### config.mk
export PLATFORM = sky130hd
export DESIGN_NAME = mem_initiator
export DESIGN_NICKNAME = d
export VERILOG_FILES = /design/src/rtl/mem_pkg.sv /design/src/rtl/mem_line_buf.sv /design/src/rtl/mem_initiator.sv
export SDC_FILE = /design/constraint.sdc
export NUM_CORES = 1
export LEC_CHECK = 0
export CORE_AREA = 2 2 253 255
export DETAILED_ROUTE_END_ITERATION = 8
export DIE_AREA = 0 0 255 257
export DONT_BUFFER_PORTS = 1
export GPL_TIMING_DRIVEN = 0
export PLACE_DENSITY_LB_ADDON = 0.15
export SYNTH_ARGS = -nofsm -noshare
export SYNTH_HDL_FRONTEND = slang
export SYNTH_SLANG_ARGS = --single-unit
### constraint.sdc
create_clock -name clk -period 4.5 [get_ports clk]
set_input_delay 0.675 -clock clk [delete_from_list [all_inputs] [get_ports clk]]
set_output_delay 0.675 -clock clk [all_outputs]
set_load 0.1 [all_outputs]
### src/rtl/mem_pkg.sv
// Shared access-size codes, default window base, FSM state type and beat helper
// for the memory initiator.
package mem_pkg;

    localparam logic [1:0] SZ_WORD  = 2'b00;
    localparam logic [1:0] SZ_4WORD = 2'b01;
    localparam logic [1:0] SZ_8WORD = 2'b10;
    localparam logic [1:0] SZ_BYTE  = 2'b11;

    localparam logic [31:0] DEFAULT_BASE_ADDR = 32'h8002_0000;
    localparam logic [31:0] DEFAULT_MEM_BYTES = 32'h0010_0000;

    typedef enum logic [1:0] {
        ST_IDLE  = 2'd0,
        ST_ISSUE = 2'd1,
        ST_WAIT  = 2'd2,
        ST_RESP  = 2'd3
    } state_e;

    function automatic logic [4:0] beats_for(input logic [1:0] size);
        case (size)
            SZ_4WORD: beats_for = 5'd4;
            SZ_8WORD: beats_for = 5'd8;
            default:  beats_for = 5'd1;
        endcase
    endfunction

endpackage

### src/rtl/mem_line_buf.sv
// 8 x 32-bit read line buffer: one word written per cycle by index, whole line
// cleared synchronously when a new request is accepted.
module mem_line_buf (
    input  logic         clk,
    input  logic         rst_n,
    input  logic         clr,
    input  logic         we,
    input  logic [2:0]   idx,
    input  logic [31:0]  wdata,
    output logic [255:0] line
);

    logic [7:0][31:0] line_q;
    logic [7:0][31:0] line_d;

    // NOTE: every variable written here gets a default first, so no path can infer a latch.
    always_comb begin
        line_d = line_q;
        if (clr) begin
            line_d = '0;
        end else if (we) begin
            line_d[idx] = wdata;
        end
    end

    // NOTE: this storage is reset because the line is visible on rsp_rdata and must read 0 after reset.
    always_ff @(posedge clk or negedge rst_n) begin
        if (!rst_n) begin
            line_q <= '0;
        end else begin
            line_q <= line_d;
        end
    end

    assign line = line_q;

endmodule

### src/rtl/mem_initiator.sv
// Converts single-line client requests into word/burst cycles on a memory port.
// Define MEM_INIT_WR_BURST_EN to allow 4-word and 8-word writes; otherwise they are rejected.
module mem_initiator
    import mem_pkg::*;
#(
    parameter logic [31:0] BASE_ADDR = DEFAULT_BASE_ADDR,
    parameter logic [31:0] MEM_BYTES = DEFAULT_MEM_BYTES
) (
    input  logic         clk,
    input  logic         rst_n,
    input  logic         req_valid,
    output logic         req_ready,
    input  logic         req_rd_wr,
    input  logic [1:0]   req_size,
    input  logic [31:0]  req_addr,
    input  logic [255:0] req_wdata,
    output logic         rsp_valid,
    input  logic         rsp_ready,
    output logic [255:0] rsp_rdata,
    output logic         rsp_err,
    output logic [31:0]  mem_addr,
    output logic [31:0]  mem_data_in,
    output logic [1:0]   mem_access_size,
    output logic         mem_rd_wr,
    output logic         mem_enable,
    input  logic [31:0]  mem_data_out,
    input  logic         mem_busy
);

`ifdef MEM_INIT_WR_BURST_EN
    localparam bit WR_BURST_EN = 1'b1;
`else
    localparam bit WR_BURST_EN = 1'b0;
`endif

    state_e         state_q, state_d;
    logic [4:0]     beat_q, beat_d;
    logic           rd_wr_q, rd_wr_d;
    logic [1:0]     size_q, size_d;
    logic [31:0]    addr_q, addr_d;
    logic [255:0]   wdata_q, wdata_d;
    logic           err_q, err_d;
    logic           rd_pend_q, rd_pend_d;
    logic [2:0]     rd_idx_q, rd_idx_d;

    logic           accept;
    logic           issuing;
    logic           illegal;
    logic [4:0]     last_beat;
    logic [31:0]    cap_word;

    assign req_ready = (state_q == ST_IDLE) && !mem_busy;
    assign accept    = req_valid && req_ready;
    assign issuing   = (state_q == ST_ISSUE);
    assign last_beat = beats_for(size_q) - 5'd1;

    always_comb begin
        illegal = 1'b0;
        if ((req_addr < BASE_ADDR) || ((req_addr - BASE_ADDR) >= MEM_BYTES)) begin
            illegal = 1'b1;
        end
        if ((req_size != SZ_BYTE) && (req_addr[1:0] != 2'b00)) begin
            illegal = 1'b1;
        end
        if (!WR_BURST_EN && !req_rd_wr && ((req_size == SZ_4WORD) || (req_size == SZ_8WORD))) begin
            illegal = 1'b1;
        end
    end

    always_comb begin
        state_d = state_q;
        beat_d  = beat_q;
        rd_wr_d = rd_wr_q;
        size_d  = size_q;
        addr_d  = addr_q;
        wdata_d = wdata_q;
        err_d   = err_q;
        unique case (state_q)
            ST_IDLE: begin
                if (accept) begin
                    rd_wr_d = req_rd_wr;
                    size_d  = req_size;
                    addr_d  = req_addr;
                    wdata_d = req_wdata;
                    err_d   = illegal;
                    beat_d  = 5'd0;
                    state_d = illegal ? ST_RESP : ST_ISSUE;
                end
            end
            ST_ISSUE: begin
                // The counter stops at the last beat and is rearmed for the next request.
                if (beat_q == last_beat) begin
                    beat_d  = 5'd0;
                    state_d = rd_wr_q ? ST_WAIT : ST_RESP;
                end else begin
                    beat_d = beat_q + 5'd1;
                end
            end
            ST_WAIT: begin
                state_d = ST_RESP;
            end
            ST_RESP: begin
                if (rsp_ready) begin
                    state_d = ST_IDLE;
                end
            end
            default: begin
                state_d = ST_IDLE;
            end
        endcase
    end

    // Memory returns beat k one cycle after it is issued; capture trails issue by one cycle.
    assign rd_pend_d = issuing && rd_wr_q;
    assign rd_idx_d  = beat_q[2:0];
    assign cap_word  = (size_q == SZ_BYTE) ? {24'h0, mem_data_out[7:0]} : mem_data_out;

    // NOTE: state registers use non-blocking assignments so every flop samples pre-edge values.
    always_ff @(posedge clk or negedge rst_n) begin
        if (!rst_n) begin
            state_q   <= ST_IDLE;
            beat_q    <= 5'd0;
            rd_wr_q   <= 1'b0;
            size_q    <= 2'b00;
            addr_q    <= 32'h0;
            wdata_q   <= '0;
            err_q     <= 1'b0;
            rd_pend_q <= 1'b0;
            rd_idx_q  <= 3'd0;
        end else begin
            state_q   <= state_d;
            beat_q    <= beat_d;
            rd_wr_q   <= rd_wr_d;
            size_q    <= size_d;
            addr_q    <= addr_d;
            wdata_q   <= wdata_d;
            err_q     <= err_d;
            rd_pend_q <= rd_pend_d;
            rd_idx_q  <= rd_idx_d;
        end
    end

    mem_line_buf u_line_buf (
        .clk   (clk),
        .rst_n (rst_n),
        .clr   (accept),
        .we    (rd_pend_q),
        .idx   (rd_idx_q),
        .wdata (cap_word),
        .line  (rsp_rdata)
    );

    assign mem_enable      = issuing;
    assign mem_addr        = issuing ? addr_q : 32'h0;
    assign mem_access_size = issuing ? size_q : 2'b00;
    assign mem_rd_wr       = issuing ? rd_wr_q : 1'b0;
    assign mem_data_in     = (issuing && !rd_wr_q) ? wdata_q[{beat_q[2:0], 5'd0} +: 32] : 32'h0;

    assign rsp_valid = (state_q == ST_RESP);
    assign rsp_err   = (state_q == ST_RESP) && err_q;

endmodule

### Word-level counts from Yosys, hierarchy flattened

Cells that the tools add are included.

* register bits: 559

* add/subtract/negate cells: 3
* order comparisons: 4
* equality and inequality tests: 13
* shifts and indexed selects: 1
* muxes and demuxes: 23
* reductions and logical operators: 20

Operators by type and width (count)
* 256-bit 2-to-1 mux: 2
* 256-bit bitwise mux: 1
* 256-bit by 9-bit variable part select with 32-bit output: 1
* 32-bit 2-to-1 mux: 4
* 32-bit demux with 3-bit select: 1
* 32-bit by 21-bit >= comparator with 1-bit output, second input constant: 1
* 32-bit < comparator, second input constant: 1
* 32-bit subtractor, second input constant: 1
* 2-bit == test, second input constant: 5
* 2-bit 2-to-1 mux: 5
* 5-bit 2-to-1 mux: 2
* 5-bit one-hot mux with 2 select lines: 1
* 1-bit logical AND: 8
* 2-bit one-hot mux with 4 select lines: 1
* 4-bit one-hot mux with 2 select lines: 1
* 2-bit by 1-bit == test with 1-bit output, second input constant: 3
* 2-bit nonzero test: 3
* 5-bit by 1-bit adder with 5-bit output, second input constant: 1
* 5-bit == test: 1
* 1-bit 2-to-1 mux: 5
* 5-bit by 1-bit subtractor with 5-bit output, second input constant: 1
* 3-bit by 4-bit < comparator with 1-bit output, second input constant: 1
* 2-bit by 1-bit inequality test with 1-bit output, second input constant: 2
* 2-bit inequality test, second input constant: 2
* other kinds (6): 10

### Logic depth before layout (Yosys ltp)

* depth after elaboration: 9
* depth in mapped cells: 10
* mapped depth without buffers: 7

### Hierarchy

Synthesis repeated with hierarchy kept, for this count alone.

* cells, all modules: 2450
* area, all modules: 25494.5 um2

By module, submodules not included
* mem_initiator: instances 1, cells an instance 1542, area an instance 14166.1 um2, sequential area each 7582.3 um2
* mem_line_buf: instances 1, cells an instance 908, area an instance 11328.4 um2, sequential area each 6406.1 um2

### Worst setup path after synthesis

OpenSTA, ideal clock, no wires.

* kind: reg-to-output
* from: reg state_q[1]
* to: out mem_data_in[10]
* arrival: 3.049 ns
* slack: 0.776 ns
* stages on the path, launching flop included: 7
* path buffers: 2
* path through: dfrtp_1 > inv_1 > ha_1 > nand2b_1 > buf_1 > clkbuf_1 > nor2_1

* longest elaborated chain between the ends: 3

Ends and longest elaborated chain
* start, declared: line mem_initiator.sv:36 `state_e state_q, state_d;`
* start signal, assigned: line mem_initiator.sv:131 `state_q <= state_d;`
* 2-bit by 1-bit == test with 1-bit output: line mem_initiator.sv:54 `assign issuing = (state_q == ST_ISSUE);`
* named net mem_enable: line mem_initiator.sv:25 `output logic mem_enable,`
* 1-bit logical AND: line mem_initiator.sv:157 `assign mem_data_in = (issuing && !rd_wr_q) ? wdata_q[{beat_q[2:0], 5'd0} +: 32] : 32'h0;`
* 32-bit 2-to-1 mux: line mem_initiator.sv:157
* end, declared: line mem_initiator.sv:22 `output logic [31:0] mem_data_in,`

The timed path passes the listed nets, and every way through them passes these cells.

### Final worst setup path

* from: reg state_q[1]
* to: out mem_data_in[5]

Same word-level chain as after synthesis.

==> metrics.md <==
| Metric | Value |
|---|---|
| Status | `finished with violations` |
| Failing checks | `negative hold slack, max-slew violations` |
| Reg clk slew, reported paths | `0.06 ns` |
| Vias | `17960` |
| Chip Height | `257 um` |
| GR Util All Layers | `0.2520` |
| Post-route minimum period | `4.372 ns` |
| Post-synthesis cell type count | `44` |
| First-pass GRT wire length | `120600 um` |
| Placer Congestion | `0.8682` |
| Fin. Hold Viols | `116` |
| Die X | `255 um` |
| TritonCTS buffer count | `66` |
| Post-synthesis register bit count | `559` |
| IO buf count | `0` |
| Reg area | `13990 sq um` |
| Synthesis-to-layout area growth | `14.99%` |
| Fin util | `0.4283` |
| Fin nets | `2872` |
| Final non-filler cell total | `3438` |
| Post-synthesis xor/xnor area fraction | `0.001125` |
| Post-synthesis simple-gate area fraction | `0.2268` |
| DIE AREA | `65540 sq um` |
| Max-cap violations | `0` |
| Largest net degree at the start of global routing | `560` |
| Via density | `5.225` |
| Post-synthesis cell count | `2466` |
| Post-synthesis async set-or-reset flop share | `1.000` |
| Routed length per instance | `24.30 um` |
| Reg2reg start | `state_q[1]` |
| Final-report max-slew violation count | `113` |
| Multiplexer area fraction after synthesis | `0.07583` |
| Core area | `62740 sq um` |
| Final worst-path cycle share | `0.9715` |
| EDFF count, synth | `0` |
| Headroom to the max-slew limit | `-0.09682` |
| Starting DRC count in detailed routing | `1268` |
| Worst Hold Slack | `-0.2214 ns` |
| Synth top area share | `0.5987` |
| Pwr/cell area | `861.6 nW/um^2` |
| Detail Route Antenna Nets | `0` |
| Largest family of logic cells by synthesized area | `simple AND/OR/NAND/NOR gates` |
| Clk sinks | `559` |
| Synth Area in Adders | `0.004820` |
| Fill count | `6218` |
| Placed Area | `24510 sq um` |
| Initial antenna violation count | `24` |
| Clk buf depth | `3` |
| Fraction of the mapped netlist area in compound gates | `0.06453` |
| Ys flop type | `dfrtp_1` |
| CTS H-tree lvls | `3` |
| Startpoint types | `flip-flop` |
| Clock latency at the later pin of the worst-skew pair | `0.60 ns` |
| FP Rows | `92` |
| Synth Area per Inst | `9.474 sq um` |
| R2R cell count | `11` |
| Detailed Place HPWL | `62790 um` |
| Placed Cells | `3313` |
| Layout Skew | `0.01627 ns` |
| Area of the multi-input gates | `8897 sq um` |
| Flop-to-flop setup slack | `0.89 ns` |
| Synth area leaders | `dfrtp_1, nand2_1, mux4_2, o21ai_0, a21oi_1` |
| Slew at the pin closest to its max-slew limit | `1.645 ns` |
| Static Leak | `12.86 nW` |
| CTS tree | `yes` |
| Ratio of cells with drive above 1 in the final layout | `0.1030` |
| CP Data Required Time | `3.83 ns` |
| Final setup fails | `0` |
| Synth warnings | `0` |
| Max Clk Rate | `228.7 MHz` |
| Synth area leader | `dfrtp_1` |
| Critical R2R Capture | `wdata_q[3]` |
| Initial Util | `0.3724` |
| VDD IR-drop max | `0.0003567 V` |
| DRT Pass-1 Iters | `5` |
| Post-synthesis net count | `2803` |
| RSZ-0062 raised after global routing | `true` |
| Setup TNS | `0 ns` |
| Final wirelength | `83540 um` |
| Overflow left after global routing | `0` |
| Critical path type | `flip-flop to primary output` |
| Clk root buf | `clkbuf_16` |
| CP endpoint kind | `primary output` |
| Worst Hold Class | `primary input to async pin` |
| Top Ports | `655` |
| CP Max Fanout | `10` |
| Final Instance Area | `26870 sq um` |
| CP arrival | `3.70 ns` |
| Cell Area, Synth | `23360 sq um` |
| Register area share after synthesis | `0.5987` |
| Vias in the first global route | `18210` |
| DRC | `0` |
-- cell type report --
type / instances / area share
plain buffers: 147 / 0.02324
inverters: 9 / 0.001257
clock inverters: 15 / 0.007870
well taps: 846 / 0.03940
diodes: 9 / 0.0008383
flip-flops and latches: 559 / 0.5207
multi-input cells: 1751 / 0.3312
clock buffers: 101 / 0.07544
repair buffers: 1 / 0.0001397
-- synth_stat cells, types with 2 or more instances --
| library cell | count |
|---|---|
| buf_2 | 56 |
| or4b_2 | 2 |
| nor3_1 | 4 |
| mux2i_1 | 33 |
| nor4b_1 | 2 |
| a32o_1 | 2 |
| a21o_1 | 3 |
| nor2_1 | 59 |
| xor2_1 | 2 |
| clkbuf_1 | 75 |
| buf_1 | 14 |
| inv_1 | 9 |
| ha_1 | 9 |
| nor2b_1 | 5 |
| mux4_2 | 64 |
| nand3b_1 | 2 |
| o21ai_0 | 199 |
| nand2_1 | 1226 |
| nor3_2 | 2 |
| a22o_1 | 2 |
| clkbuf_2 | 2 |
| o31ai_1 | 2 |
| nand3_1 | 8 |
| dfrtp_1 | 559 |
| and2_1 | 36 |
| a21oi_1 | 67 |
| nand2b_1 | 5 |
-- power breakdown --
part | internal [mW] | switching [mW] | total (mW)
sequential | 6.69 | 5.08 | 11.8
combinational | 1.98 | 3.88 | 5.86
clock | 3.38 | 2.13 | 5.52
total | 12.1 | 11.1 | 23.1
-- registers in the layout (all words and copies together) (netlist names) --
| register | flops |
|---|---|
| rd_pend_q | 1 |
| err_q | 1 |
| addr_q | 32 |
| rd_wr_q | 1 |
| u_line_buf.line | 256 |
| state_q | 2 |
| size_q | 2 |
| wdata_q | 256 |
| rd_idx_q | 3 |
| beat_q | 5 |
-- repair_timing --
| item | in CTS | in global routing |
|---|---|---|
| hold endpoints to repair | 559 | 559 |
| gates resized for setup | 7 | 13 |
| buffers inserted | 0 | 0 |
| endpoints found under the setup margin | 60 | 16 |
-- worst max-delay path by stage --
stage,from,cells past startpoint,slack [ns],end
floorplan,state_q[1],6,0.78,mem_data_in[10]
global placement,state_q[1],10,0.03,wdata_q[3]
detailed placement,state_q[1],6,0.40,mem_data_in[6]
CTS,beat_q[1],5,0.02,mem_data_in[23]
global route,state_q[1],6,-0.03,mem_data_in[5]
finish,state_q[1],6,0.13,mem_data_in[5]
-- layout by cell type (no fill, tap or decap), types with 2 or more instances in the layout --
cell,n
nor2_4,19
nand2b_1,5
clkbuf_8,18
and2_1,36
a21o_1,3
a22o_1,2
dfrtp_1,559
a32o_1,2
bufinv_16,5
o21ai_0,199
nor2_2,14
nor4b_1,2
nand2_1,1226
mux4_2,64
nor2_1,26
clkinv_2,7
clkbuf_2,2
nor2b_1,5
xor2_1,2
a21oi_1,67
or4b_2,2
diode_2,9
nand3b_1,2
nor3_2,2
inv_1,9
buf_1,15
clkbuf_1,89
clkbuf_16,69
nand3_1,8
inv_6,2
mux2i_1,33
buf_2,56
nor3_1,4
o31ai_1,2
ha_1,8
-- layer usage --
metal  GRT usage  up-vias  share of wire
li1            -     8093              -
met1      0.2780     8883           0.35
met2      0.4315      757           0.49
met3      0.1032      200           0.11
met4     0.09600       30          0.040
met5           0        -         0.0022
-- kinds of logic (layout without fill, tap and decap cells) --
| group | count (synthesis) | count (layout) |
|---|---|---|
| compound gates | 285 | 285 |
| mux | 97 | 97 |
| flops | 559 | 559 |
| buf+inv | 156 | 273 |
| fa+ha+maj | 9 | 9 |
| xor+xnor | 3 | 3 |
| other cells | 0 | 9 |
| simple gates | 1357 | 1357 |
-- critical path, cell delays in order, from the launching register on --
cell	delay (ns)
dfrtp_1	0.40
inv_1	0.11
ha_2	0.63
nand2b_1	0.11
buf_1	0.27
clkbuf_1	0.53
nor2_2	1.03
-- through the flow --
stage | setup slack, ns | power, mW
CTS | 0.02043 | 23.26
global route | -0.03137 | 24.25
detailed placement | 0.3972 | 17.66
finish | 0.1282 | 23.15
global placement | 0.03313 | 17.41
floorplan | 0.7763 | 15.81
Power figures use the tool's default switching activity.
